`src/rtl/mmio_responder.sv`:
```
// Memory-mapped UART/counter responder sitting beside the data BRAM; loads answer one cycle later.
// Optional macro MMIO_RX_FIFO_EN selects an RX_DEPTH-entry RX FIFO instead of a single-byte holding register.
module mmio_responder #(
  parameter int unsigned TX_DEPTH = 8,
  parameter int unsigned RX_DEPTH = 8
) (
  input  logic        clk,
  input  logic        rst_n,
  input  logic        dmem_en,
  input  logic        dmem_write,
  input  logic [31:0] dmem_addr,
  input  logic [31:0] dmem_wdata,
  input  logic [3:0]  dmem_wbe,
  input  logic        inst_retire,
  output logic [31:0] mmio_rdata,
  output logic        mmio_sel,
  output logic [7:0]  uart_tx_data,
  output logic        uart_tx_valid,
  input  logic        uart_tx_ready,
  input  logic [7:0]  uart_rx_data,
  input  logic        uart_rx_valid,
  output logic        uart_rx_ready
);

  if (TX_DEPTH < 2 || TX_DEPTH > 64 || (TX_DEPTH & (TX_DEPTH - 1)) != 0) begin : g_bad_tx
    $error("mmio_responder: TX_DEPTH must be a power of two in 2..64");
  end
  if (RX_DEPTH < 2 || RX_DEPTH > 64 || (RX_DEPTH & (RX_DEPTH - 1)) != 0) begin : g_bad_rx
    $error("mmio_responder: RX_DEPTH must be a power of two in 2..64");
  end

  localparam int unsigned   TXAW   = $clog2(TX_DEPTH);
  localparam logic [TXAW:0] TX_CAP = TX_DEPTH[TXAW:0];

  localparam logic [27:0] OFF_STATUS = 28'h000_0000;
  localparam logic [27:0] OFF_RXDATA = 28'h000_0004;
  localparam logic [27:0] OFF_TXDATA = 28'h000_0008;
  localparam logic [27:0] OFF_CYCLES = 28'h000_0010;
  localparam logic [27:0] OFF_INSTS  = 28'h000_0014;
  localparam logic [27:0] OFF_CLEAR  = 28'h000_0018;

  logic        hit, ld, st;
  logic [27:0] off;
  logic        tx_push_req, tx_push, tx_pop, tx_ready;
  logic        rx_push, rx_pop, rx_nonempty, rx_full;
  logic [7:0]  rx_head;
  logic        cnt_clr;
  logic        tx_overflow;
  logic [31:0] cyc_cnt, inst_cnt;
  logic [31:0] rd_next;
  logic        unused_ok;

  assign unused_ok = ^{dmem_wdata[31:8], dmem_wbe[3:1]};

  assign hit = dmem_en && (dmem_addr[31:28] == 4'h8);
  assign ld  = hit && !dmem_write;
  assign st  = hit &&  dmem_write;
  assign off = dmem_addr[27:0];

  assign cnt_clr     = st && (off == OFF_CLEAR);
  assign tx_push_req = st && (off == OFF_TXDATA) && dmem_wbe[0];
  assign rx_pop      = ld && (off == OFF_RXDATA) && rx_nonempty;

  // TX FIFO
  logic [7:0]      tx_mem [TX_DEPTH];
  logic [TXAW-1:0] tx_wptr, tx_rptr;
  logic [TXAW:0]   tx_count;

  // Acceptance uses the count before any same-cycle pop, so a full FIFO drops the store.
  assign tx_ready      = (tx_count < TX_CAP);
  assign tx_push       = tx_push_req && tx_ready;
  assign uart_tx_valid = (tx_count != '0);
  assign uart_tx_data  = tx_mem[tx_rptr];
  assign tx_pop        = uart_tx_valid && uart_tx_ready;

  always_ff @(posedge clk) begin
    if (tx_push) tx_mem[tx_wptr] <= dmem_wdata[7:0];
  end

  always_ff @(posedge clk or negedge rst_n) begin
    if (!rst_n) begin
      tx_wptr     <= '0;
      tx_rptr     <= '0;
      tx_count    <= '0;
      tx_overflow <= 1'b0;
    end else begin
      if (tx_push) tx_wptr <= tx_wptr + 1'b1;
      if (tx_pop)  tx_rptr <= tx_rptr + 1'b1;
      case ({tx_push, tx_pop})
        2'b10:   tx_count <= tx_count + 1'b1;
        2'b01:   tx_count <= tx_count - 1'b1;
        default: tx_count <= tx_count;
      endcase
      if (cnt_clr)
        tx_overflow <= 1'b0;
      else if (tx_push_req && !tx_ready)
        tx_overflow <= 1'b1;
    end
  end

  // RX buffer
  assign rx_push       = uart_rx_valid && uart_rx_ready;
  assign uart_rx_ready = rst_n && !rx_full;

`ifdef MMIO_RX_FIFO_EN
  localparam int unsigned   RXAW   = $clog2(RX_DEPTH);
  localparam logic [RXAW:0] RX_CAP = RX_DEPTH[RXAW:0];

  logic [7:0]      rx_mem [RX_DEPTH];
  logic [RXAW-1:0] rx_wptr, rx_rptr;
  logic [RXAW:0]   rx_count;

  assign rx_nonempty = (rx_count != '0);
  assign rx_full     = (rx_count == RX_CAP);
  assign rx_head     = rx_mem[rx_rptr];

  always_ff @(posedge clk) begin
    if (rx_push) rx_mem[rx_wptr] <= uart_rx_data;
  end

  always_ff @(posedge clk or negedge rst_n) begin
    if (!rst_n) begin
      rx_wptr  <= '0;
      rx_rptr  <= '0;
      rx_count <= '0;
    end else begin
      if (rx_push) rx_wptr <= rx_wptr + 1'b1;
      if (rx_pop)  rx_rptr <= rx_rptr + 1'b1;
      case ({rx_push, rx_pop})
        2'b10:   rx_count <= rx_count + 1'b1;
        2'b01:   rx_count <= rx_count - 1'b1;
        default: rx_count <= rx_count;
      endcase
    end
  end
`else
  logic [7:0] rx_hold;
  logic       rx_hold_v;

  assign rx_nonempty = rx_hold_v;
  assign rx_full     = rx_hold_v;
  assign rx_head     = rx_hold;

  // Push is only possible when empty and pop only when full, so they never coincide.
  always_ff @(posedge clk or negedge rst_n) begin
    if (!rst_n) begin
      rx_hold   <= '0;
      rx_hold_v <= 1'b0;
    end else if (rx_push) begin
      rx_hold   <= uart_rx_data;
      rx_hold_v <= 1'b1;
    end else if (rx_pop) begin
      rx_hold_v <= 1'b0;
    end
  end
`endif

  // Free-running counters
  always_ff @(posedge clk or negedge rst_n) begin
    if (!rst_n) begin
      cyc_cnt  <= '0;
      inst_cnt <= '0;
    end else if (cnt_clr) begin
      cyc_cnt  <= '0;
      inst_cnt <= '0;
    end else begin
      cyc_cnt <= cyc_cnt + 32'd1;
      if (inst_retire) inst_cnt <= inst_cnt + 32'd1;
    end
  end

  // Load read mux
  always_comb begin
    rd_next = '0;
    if (ld) begin
      case (off)
        OFF_STATUS: rd_next = {29'b0, tx_overflow, rx_nonempty, tx_ready};
        OFF_RXDATA: rd_next = {24'b0, rx_nonempty ? rx_head : 8'h00};
        OFF_CYCLES: rd_next = cyc_cnt;
        OFF_INSTS:  rd_next = inst_cnt;
        default:    rd_next = '0;
      endcase
    end
  end

  always_ff @(posedge clk or negedge rst_n) begin
    if (!rst_n) begin
      mmio_rdata <= '0;
      mmio_sel   <= 1'b0;
    end else begin
      mmio_rdata <= rd_next;
      mmio_sel   <= ld;
    end
  end

endmodule
```
`config.mk`:
```
export PLATFORM = sky130hd
export DESIGN_NAME = mmio_responder
export DESIGN_NICKNAME = d
export VERILOG_FILES = /design/src/rtl/mmio_responder.sv
export SDC_FILE = /design/constraint.sdc
export NUM_CORES = 1
export LEC_CHECK = 0
export ABC_AREA = 1
export BUFFER_PORTS_ARGS = -buffer_cell sky130_fd_sc_hd__buf_4
export CAP_MARGIN = 0
export CELL_PAD_IN_SITES_DETAIL_PLACEMENT = 1
export CELL_PAD_IN_SITES_GLOBAL_PLACEMENT = 1
export CORE_MARGIN = 2
export CORE_UTILIZATION = 45
export CTS_BUF_LIST = sky130_fd_sc_hd__clkbuf_8
export CTS_CLUSTER_DIAMETER = 80
export DETAILED_ROUTE_END_ITERATION = 16
export HOLD_SLACK_MARGIN = 0.12
export PLACE_DENSITY_LB_ADDON = 0.15
export SLEW_MARGIN = 40
export SYNTH_ARGS = -nofsm -noshare
export SYNTH_HDL_FRONTEND = slang
export SYNTH_SLANG_ARGS = --single-unit
```
`constraint.sdc`:
```
create_clock -name clk -period 2.03 [get_ports clk]
set_input_delay 0.1015 -clock clk [delete_from_list [all_inputs] [get_ports clk]]
set_output_delay 0.1015 -clock clk [all_outputs]
set_load 0.02 [all_outputs]
```
==> reports/qor.txt <==
Total track usage: 0.2618
Pint: 0.006606 W
Share of cells above drive strength 1: 0.2531
RSZ-0062 raised after global routing: true
Largest area contributor in the netlist: dfrtp_1
Port Buffer Count: 98
GP Congestion: 0.8378
Post-synth EDFFs: 64
# placed instances: 1375
Pre-antenna DRT Iters: 4
Setup violations, final: 4
Num CTS Buffers: 17
Synth Register Bits: 181
Slew Limit Fails: 0
Leakage: 4.937 nW
Post-Synth Adder-Cell Area: 0.01226
Dpl ws: -0.1894 ns
Routed WL per cell: 19.20 um
CTS Buffer Depth: 2
CP Class: flop to flop
Final hold vios: 0
Via density: 5.313
CTS clock-pin slew for the worst setup and hold paths: 0.12 ns
R2R Setup Slk: -0.22 ns
Multiplexer share of the synthesized area: 0.008979
ANT nets after route: 0
Antenna Cells: 0
Routed wire length: 28.00 mm
Most frequent cells in the layout: 188 x nand2_1, 183 x nor2_1, 162 x buf_4, 115 x dfrtp_1, 76 x inv_1
Post-synth ARST share: 0.6464
Failing checks: negative setup slack
Synth top area cells: dfrtp_1 33%, edfxtp_1 22%, nand2_1 8.2%
Synth Flop Type: dfrtp_1
Clock Power Share: 0.252
Syn Area/Cell: 8.939 um2
Crit-path max FO: 4
Io pins: 126
Synth Area in Compound Gates: 0.09122
Worst Max-Slew Pin Slew: 0.7033 ns
Layout Area Growth over Synthesis: 28.62%
Nets: 1271
Fin crit share: 1.107
Syn_nets: 1073
Syn. warnings: 0
Largest net degree at the start of global routing: 118
VDD IR max: 443.7 uV
CP endpoint kind: flop
Final core utilization: 0.5859
Total negative slack: -0.2760 ns
Total power draw: 0.01038 W
Post-layout minimum cycle time: 2.247 ns
Final setup margin: -0.2166 ns
Number of H-tree levels: 4
Die Wd: 143.7 um
CP required: 2.41 ns
Simple-Gate Fraction of Synth Area: 0.2590
Sw Share: 0.3638
CP Launch Type: flop
Cells after Synth: 982
Initial Util: 0.4555
Detailed Place HPWL: 18.09 mm
Clk_lat worst skew: 0.50 ns
Switching power: 0.003778 W
CTS tree: yes
Drc violations: 0
Total of max-cap violations: 0
Largest family of logic cells by synthesized area: simple AND/OR/NAND/NOR gates
Die span in y: 143.7 um
Fin cells: 1458
Global-route wire length before repair: 41.32 mm
Number of global-route vias before repair: 8040
Commonest non-fill, non-tap cell in the layout: nand2_1
FP Rows: 51
CTS root buffer: clkbuf_8
Synth cell types: 43
Post-synthesis xor/xnor area fraction: 0.02295
Worst Clk Skew: 0.03137 ns
Core box area: 19270 um2
Status: complete, but fails checks
Antenna violations before repair: 0
Share of the synthesized area in the top cell type: 0.3335
Worst min path class: input pin to async pin
Max Clk Rate: 445.1 MHz
Grt ovf: 0
Die ar.: 20640 um2
Power per cell area: 919.7 nW/um2
# clock sinks: 181
Power share of the sequential group: 0.409
Register area share after synthesis: 0.5525
Headroom to the max-slew limit: 0.5311
Final-layout fill cell count: 2272
Post-Syn Area: 8778 um2
Vias: 7747
Part of the power in combinational logic: 0.339
Iteration-0 DRC Markers: 419
WP data arrival: 2.62 ns
## sequential cells by signal, indices dropped and copies added, names as in the netlist, 3 cells and up
signal and flops:
tx_rptr 3, tx_count 4, tx_mem 64, inst_cnt 32, rx_head 8, tx_wptr 3
mmio_rdata 32, cyc_cnt 32
## repair_timing
item / CTS / global route
pin swaps: 1 / 27
buffers inserted: 3 / 18
gates cloned: 1 / 5
gates resized for setup: 8 / 52
hold buffers: 24 / 0
hold endpoints to repair: 206 / 0
setup endpoints to repair: 6 / 9
## power by group through the flow
| stage | sequential (W) | clock (W) | combinational (W) |
|---|---|---|---|
| 2_1_floorplan | 0.00423 | 0 | 0.00136 |
| 3_3_place_gp | 0.00425 | 0 | 0.00227 |
| 3_5_place_dp | 0.00427 | 0 | 0.00237 |
| 4_1_cts | 0.00419 | 0.00263 | 0.00263 |
| 5_1_grt | 0.00426 | 0.00279 | 0.00374 |
| 6_report | 0.00424 | 0.00262 | 0.00352 |
## Yosys cell counts (2+ instances only)
cell,n
a21oi_1,35
a21oi_2,20
a31oi_1,11
buf_2,6
buf_4,5
buf_6,3
clkbuf_1,9
dfrtp_1,117
edfxtp_1,64
ha_1,7
inv_1,82
inv_2,4
mux2_2,7
nand2_1,191
nand2_2,4
nand2_4,2
nand3_1,50
nand3_2,3
nand3b_1,2
nand4_1,14
nor2_1,191
nor2_2,9
nor2_4,3
nor2_8,2
nor3_1,34
nor3_2,2
nor3_4,3
nor3b_1,2
nor4_1,3
o21ai_0,56
o22ai_1,8
xnor2_1,9
xor2_1,14
## path summary, 6_finish.rpt
check / endpoint / start / cells after the start
min reg2reg: rx_head[2] / rx_head[2] / 2
min in group clk: mmio_rdata[1] / dmem_addr[3] / 6
min: mmio_rdata[1] / rst_n / 3
max reg2reg: tx_count[3] / tx_count[3] / 13
max in group asynchronous: cyc_cnt[29] / rst_n / 3
max: tx_count[3] / tx_count[3] / 13
## layer usage
layer,up-vias,share of wire,track usage
met1,3828,0.41,0.3273
li1,3645,-,-
met3,73,0.039,0.04065
met4,0,0.034,0.09391
met2,201,0.52,0.4609
met5,-,0,0
## logic make-up (layout without fill, tap and decap cells)
family	count (synthesis)	count (layout)
buf+inv	111	322
mux	7	7
simple gates	516	516
xor+xnor	23	23
flops	181	181
fa+ha+maj	8	8
compound gates	136	136
## per-stage QoR
stage	area, um2	hold slack, ns
after floorplan	8783	-0.1941
after global placement	10160	0.2491
after detailed placement	10160	0.2583
after CTS	10890	0.1492
after global routing	11290	0.2185
final	11290	0.2000
## cell type report
cell class                 instances  area [um2]  share of cell area
timing repair buffer             203        1763              0.1561
clock inverter                    15       190.2             0.01684
sequential                       181        4852              0.4297
tap                              265       331.6             0.02937
clock buffer                      17       234.0             0.02072
inverter                          87       334.1             0.02959
multi-input combinational        690        3586              0.3176
## critical path: stages (launching register included)
cell	delay, ns
dfrtp_1	0.43
nor2_2	0.16
nand3_2	0.11
nand2_2	0.11
inv_2	0.08
ha_4	0.18
ha_4	0.21
nand2_2	0.08
nand2_2	0.08
a21oi_2	0.19
nor2_1	0.09
nor2_1	0.14
nand2_1	0.10
xor2_1	0.17
Note: power is estimated with default switching activity, not from simulation.
